## src/rtl/pipeline_ctrl.sv

```systemverilog
// -----------------------------------------------------------------------------
// pipeline_ctrl
//
// Hazard and exception controller for a five-stage in-order pipeline
// (IF, ID, EX, MEM, WB).
// - Turns per-stage stall requests into per-register hold enables, letting
//   a bubble into the stage just after the deepest stalled register.
// - Sequences a committed exception/eret through IDLE -> (WAIT) -> FREEZE
//   -> FLUSH -> IDLE. The final step clears the pipeline and redirects the PC.
//
// Optional feature: define PIPE_STALL_WATCHDOG_EN to build a sticky
// consecutive-stall watchdog. Without it, wdog_timeout is tied low.
//
// Ports
//   clk            in   1   single clock, rising edge
//   rst            in   1   asynchronous, active-low reset
//   stall_req_if   in   1   fetch waiting on instruction bus
//   stall_req_id   in   1   decode load-use hazard
//   stall_req_ex   in   1   execute busy (mul/div)
//   stall_req_mem  in   1   memory waiting on data bus
//   exc_valid      in   1   exception/eret committed at MEM
//   exc_target_pc  in  32   redirect address for that exception/eret
//   stall          out  5   hold enables: [0] PC, [1] IF/ID, [2] ID/EX,
//                           [3] EX/MEM, [4] MEM/WB
//   flush          out  1   clear all pipeline registers, load PC
//   flush_pc       out 32   PC load value (meaningful while flush=1)
//   exc_busy       out  1   exception sequence in progress
//   wdog_timeout   out  1   sticky stall-watchdog flag
// -----------------------------------------------------------------------------
module pipeline_ctrl #(
  parameter int unsigned WDOG_LIMIT = 1024
) (
  input  logic        clk,
  input  logic        rst,
  input  logic        stall_req_if,
  input  logic        stall_req_id,
  input  logic        stall_req_ex,
  input  logic        stall_req_mem,
  input  logic        exc_valid,
  input  logic [31:0] exc_target_pc,
  output logic [4:0]  stall,
  output logic        flush,
  output logic [31:0] flush_pc,
  output logic        exc_busy,
  output logic        wdog_timeout
);

  typedef enum logic [1:0] {
    S_IDLE   = 2'd0,
    S_WAIT   = 2'd1,
    S_FREEZE = 2'd2,
    S_FLUSH  = 2'd3
  } state_e;

  // Reject watchdog limits that a 16-bit counter cannot reach.
  if ((WDOG_LIMIT < 32'd1) || (WDOG_LIMIT > 32'd65535)) begin : g_bad_limit
    $error("pipeline_ctrl: WDOG_LIMIT out of range 1..65535");
  end

  // Deepest requester wins. Every register upstream of it holds, and the
  // register just downstream of it is released so that a bubble enters.
  function automatic logic [4:0] stall_map(input logic req_if, input logic req_id,
                                           input logic req_ex, input logic req_mem);
    logic [4:0] m;
    if (req_mem) begin
      m = 5'b01111;
    end else if (req_ex) begin
      m = 5'b00111;
    end else if (req_id) begin
      m = 5'b00011;
    end else if (req_if) begin
      m = 5'b00001;
    end else begin
      m = 5'b00000;
    end
    return m;
  endfunction

  state_e      state_q, state_d;
  logic [31:0] flush_pc_q, flush_pc_d;
  logic        flush_q;
  logic        busy_q;
  logic [4:0]  stall_s;

  // Next-state logic. The redirect target is captured only when leaving IDLE.
  always_comb begin
    state_d    = state_q;
    flush_pc_d = flush_pc_q;
    case (state_q)
      S_IDLE: begin
        if (exc_valid) begin
          flush_pc_d = exc_target_pc;
          if (stall_req_mem) begin
            state_d = S_WAIT;
          end else begin
            state_d = S_FREEZE;
          end
        end else begin
          state_d = S_IDLE;
        end
      end
      S_WAIT: begin
        if (!stall_req_mem) begin
          state_d = S_FREEZE;
        end else begin
          state_d = S_WAIT;
        end
      end
      S_FREEZE: state_d = S_FLUSH;
      S_FLUSH:  state_d = S_IDLE;
      default:  state_d = S_IDLE;
    endcase
  end

  // Stall decode. This path is combinational from the request inputs so that
  // it keeps tracking requests while reset is held (state_q is IDLE then).
  always_comb begin
    stall_s = 5'b00000;
    case (state_q)
      S_IDLE:   stall_s = stall_map(stall_req_if, stall_req_id, stall_req_ex, stall_req_mem);
      S_WAIT:   stall_s = stall_map(stall_req_if, stall_req_id, stall_req_ex, stall_req_mem);
      S_FREEZE: stall_s = 5'b11111;
      S_FLUSH:  stall_s = 5'b00000;
      default:  stall_s = stall_map(stall_req_if, stall_req_id, stall_req_ex, stall_req_mem);
    endcase
  end

  // State, captured target and registered status outputs.
  // flush and exc_busy are registered copies of the next-state decode, so
  // they line up with state_q without a combinational path from the inputs.
  always_ff @(posedge clk or negedge rst) begin
    if (!rst) begin
      state_q    <= S_IDLE;
      flush_pc_q <= 32'h0000_0000;
      flush_q    <= 1'b0;
      busy_q     <= 1'b0;
    end else begin
      state_q    <= state_d;
      flush_pc_q <= flush_pc_d;
      flush_q    <= (state_d == S_FLUSH);
      busy_q     <= (state_d != S_IDLE);
    end
  end

`ifdef PIPE_STALL_WATCHDOG_EN
  localparam logic [15:0] WDOG_LIMIT_C = WDOG_LIMIT[15:0];

  logic [15:0] wdog_cnt_q, wdog_cnt_d;
  logic        wdog_q, wdog_d;

  // Count consecutive stalled cycles. A free cycle or a flush restarts the
  // count, and the count saturates instead of wrapping.
  always_comb begin
    wdog_cnt_d = wdog_cnt_q;
    if (flush_q || (stall_s == 5'b00000)) begin
      wdog_cnt_d = 16'd0;
    end else if (wdog_cnt_q != 16'hFFFF) begin
      wdog_cnt_d = wdog_cnt_q + 16'd1;
    end else begin
      wdog_cnt_d = wdog_cnt_q;
    end
    wdog_d = wdog_q | (wdog_cnt_d >= WDOG_LIMIT_C);
  end

  // Watchdog counter and sticky timeout flag. Only reset clears the flag.
  always_ff @(posedge clk or negedge rst) begin
    if (!rst) begin
      wdog_cnt_q <= 16'd0;
      wdog_q     <= 1'b0;
    end else begin
      wdog_cnt_q <= wdog_cnt_d;
      wdog_q     <= wdog_d;
    end
  end

  assign wdog_timeout = wdog_q;
`else
  assign wdog_timeout = 1'b0;
`endif

  assign stall    = stall_s;
  assign flush    = flush_q;
  assign flush_pc = flush_pc_q;
  assign exc_busy = busy_q;

endmodule

```

## config.mk

```make
export PLATFORM = sky130hd
export DESIGN_NAME = pipeline_ctrl
export DESIGN_NICKNAME = d
export VERILOG_FILES = /design/src/rtl/pipeline_ctrl.sv
export SDC_FILE = /design/constraint.sdc
export NUM_CORES = 1
export LEC_CHECK = 0
export BUFFER_PORTS_ARGS = -buffer_cell sky130_fd_sc_hd__buf_2
export CAP_MARGIN = 20
export CORE_ASPECT_RATIO = 1.2
export CORE_MARGIN = 8
export CORE_UTILIZATION = 47
export CTS_CLUSTER_DIAMETER = 100
export DETAILED_ROUTE_END_ITERATION = 16
export MAX_ROUTING_LAYER = met4
export PLACE_DENSITY_LB_ADDON = 0.2
export SKIP_CTS_REPAIR_TIMING = 1
export SLEW_MARGIN = 20
export SYNTH_ARGS = -nofsm -noshare
export SYNTH_HDL_FRONTEND = slang
export SYNTH_SLANG_ARGS = --single-unit
```

## constraint.sdc

```tcl
create_clock -name clk -period 4.27 [get_ports clk]
set_clock_uncertainty 0.15 [all_clocks]
set_input_delay 0 -clock clk [delete_from_list [all_inputs] [get_ports clk]]
set_output_delay 0 -clock clk [all_outputs]
set_load 0.01 [all_outputs]
```

==> results.toml <==
[run_status]
status = "finished, final reports clean"

[layout]
design_area_um2 = 2240
syn2layout_area_growth_pct = 56.5
final_nets = 245
diodes = 0
stdcell_count = 243
final_common_cell = "buf_2"
layout_common_cells = "77 x buf_2, 36 x dfrtp_1, 36 x dlygate4sd3_1"
drive_gt1_share_pct = 55.6

[sta]
final_hold_viol_count = 0
finalSetupViolCount = 0
tns_ps = 0
slew_viol_final = 0
rsz0062_at_grt = "no"
fin_crit_sh_pct = 42.6
worst_slew_pin_slew_ps = 768
finalCriticalPeriod_ps = 1820
relSlewSlack_pct = 48.8
max_freq_mhz = 550

[power_and_ir_drop]
peakVddDrop_v = 0.000581
powerDensity_nw_per_um2 = 637
leakagePower_nw = 1.08

[drt]
wire_per_inst_um = 14.7
routed_wl_um = 3580
first_iter_violations = 24
viasPerCell = 4.76
ant_nets = 0
route.detailed.drc = 0
dr.pass1.iters = 4
vias = 1156

[clock_network]
clkTransAtPathRegs_ps = 100
clock_latency_ps = 320
tritoncts = "yes"
cts-root-buf = "clkbuf_4"
cts.sink_count = 36
htreeDepth = 2
cts_buffers = 5
clk_path_buf_depth = 2

[global_routing]
grt_use_total_pct = 12.7
grt_pass1_vias = 1118
grt_pass1_wl_um = 4920
grt_max_degree = 37
antenna_found_initial = 0
grt_overflow = 0

[setup_path]
r2r-end = "flush_pc[4]"
criticalPathCategory = "reg -> reg"
crit_path_cell_trace = "nor3b_4 -> buf_4 -> mux2_2"
path_max_fanout = 32
path_buf_inv = 1
worstReg2RegStart = "state_q[1]"
cp_top_family = "flip-flops"
required_ps = 4340
worstRegToRegCells = 3
slowest_delay_ps = 540
reg2reg_setup_slack_ps = 2450
critPathSlowestCell = "dfrtp_1"
worstSetupEndpointType = "register"
startpoint_type = "register"
arrival_ps = 1880

[synth]
netlist_instances = 91
syn_area_per_cell_um2 = 15.7
synth_seq_cells = 36
synth_warnings = 0
synth_area_um2 = 1430
ys_types = 20
synth_fp_nets = 130
yosysSeqAreaShare_pct = 63.0

[die]
pin_count = 79
row_count = 22
coreArea_um2 = 2970
initial_core_util_pct = 48.1
chipHeight_um = 76.4
dieArea_um2 = 5070
die_x_um = 66.4

[placement]
dp_hpwl_um = 2470
dp.cells = 199
place_area_um2 = 1820
port_buffers = 77
place.gp.congestion = 0.708

[flow_run]
maxCapViolations = 0

[min_path]
holdCritPathClass = "in -> async"
-- area by class of cell --
cell class	count	area (µm²)
flip-flops and latches	36	901
repair buffers	114	753
fillers	190	734
multi-input cells	48	477
clock buffers	8	58.8
well taps	36	45.0
inverters	1	3.75
-- through the flow --
step | setup WS, ps | utilization (%) | hold slack [ps] | power [mW]
2_1_floorplan | 2780 | - | -446 | 0.986
4_1_cts | 2440 | 63.2 | -398 | 1.42
3_3_place_gp | 2520 | 61.2 | -47.6 | 1.21
5_1_grt | 2350 | 75.3 | 180 | 1.53
3_5_place_dp | 2460 | 61.2 | -31.3 | 1.24
6_report | 2450 | 75.3 | 135 | 1.43
-- metal layers --
metal	GRT usage, %	wire [µm]	up-vias
met4	6.42	85	0
met2	20.3	1870	51
met1	12.5	1330	552
li1	-	-	544
met3	5.88	293	9
met5	-	0	-
-- synth_stat cells, drive strengths merged --
cell type  number  area share [%]
clkbuf          2            0.53
a21oi           2            0.70
nor4            1            0.44
mux2i           2             1.4
a21boi          1            0.53
dfrtp          36              63
o21a            1            0.53
conb            1            0.26
mux2           32              25
nor3            1            0.35
o31a            1            0.61
nand2           1            0.26
o21bai          1            0.53
nor3b           1             1.3
buf             4             2.9
inv             1            0.26
o21ai           1            0.35
nor2b           2            0.87
-- cell families after synthesis --
logic type / count (synthesis) / share of synthesized area, %
AO/OA/AOI/OAI: 7 / 3.24
buffers and inverters: 7 / 3.67
flip-flops: 36 / 63.0
multiplexers: 34 / 26.6
other: 1 / 0.262
AND/OR/NAND/NOR: 6 / 3.24
-- report_power, final --
part           switching [mW]  total (mW)  internal (mW)
Clock                   0.100       0.181         0.0812
Sequential              0.104       0.618          0.515
Combinational           0.283       0.626          0.342
-- worst max path at each step --
stage,from,to,slack (ps),depth (start not counted)
floorplan,state_q[1],flush_pc[20],2780,3
global placement,state_q[1],flush_pc[20],2520,3
detailed placement,state_q[1],flush_pc[4],2460,3
CTS,state_q[1],flush_pc[4],2440,3
global route,state_q[1],flush_pc[4],2350,3
finish,state_q[1],flush_pc[4],2450,3
-- state kept, by name, indices dropped and copies added (netlist names) --
signal	count
state_q	2
exc_busy	1
flush_pc	32
flush	1
Power figures use the tool's default switching activity.
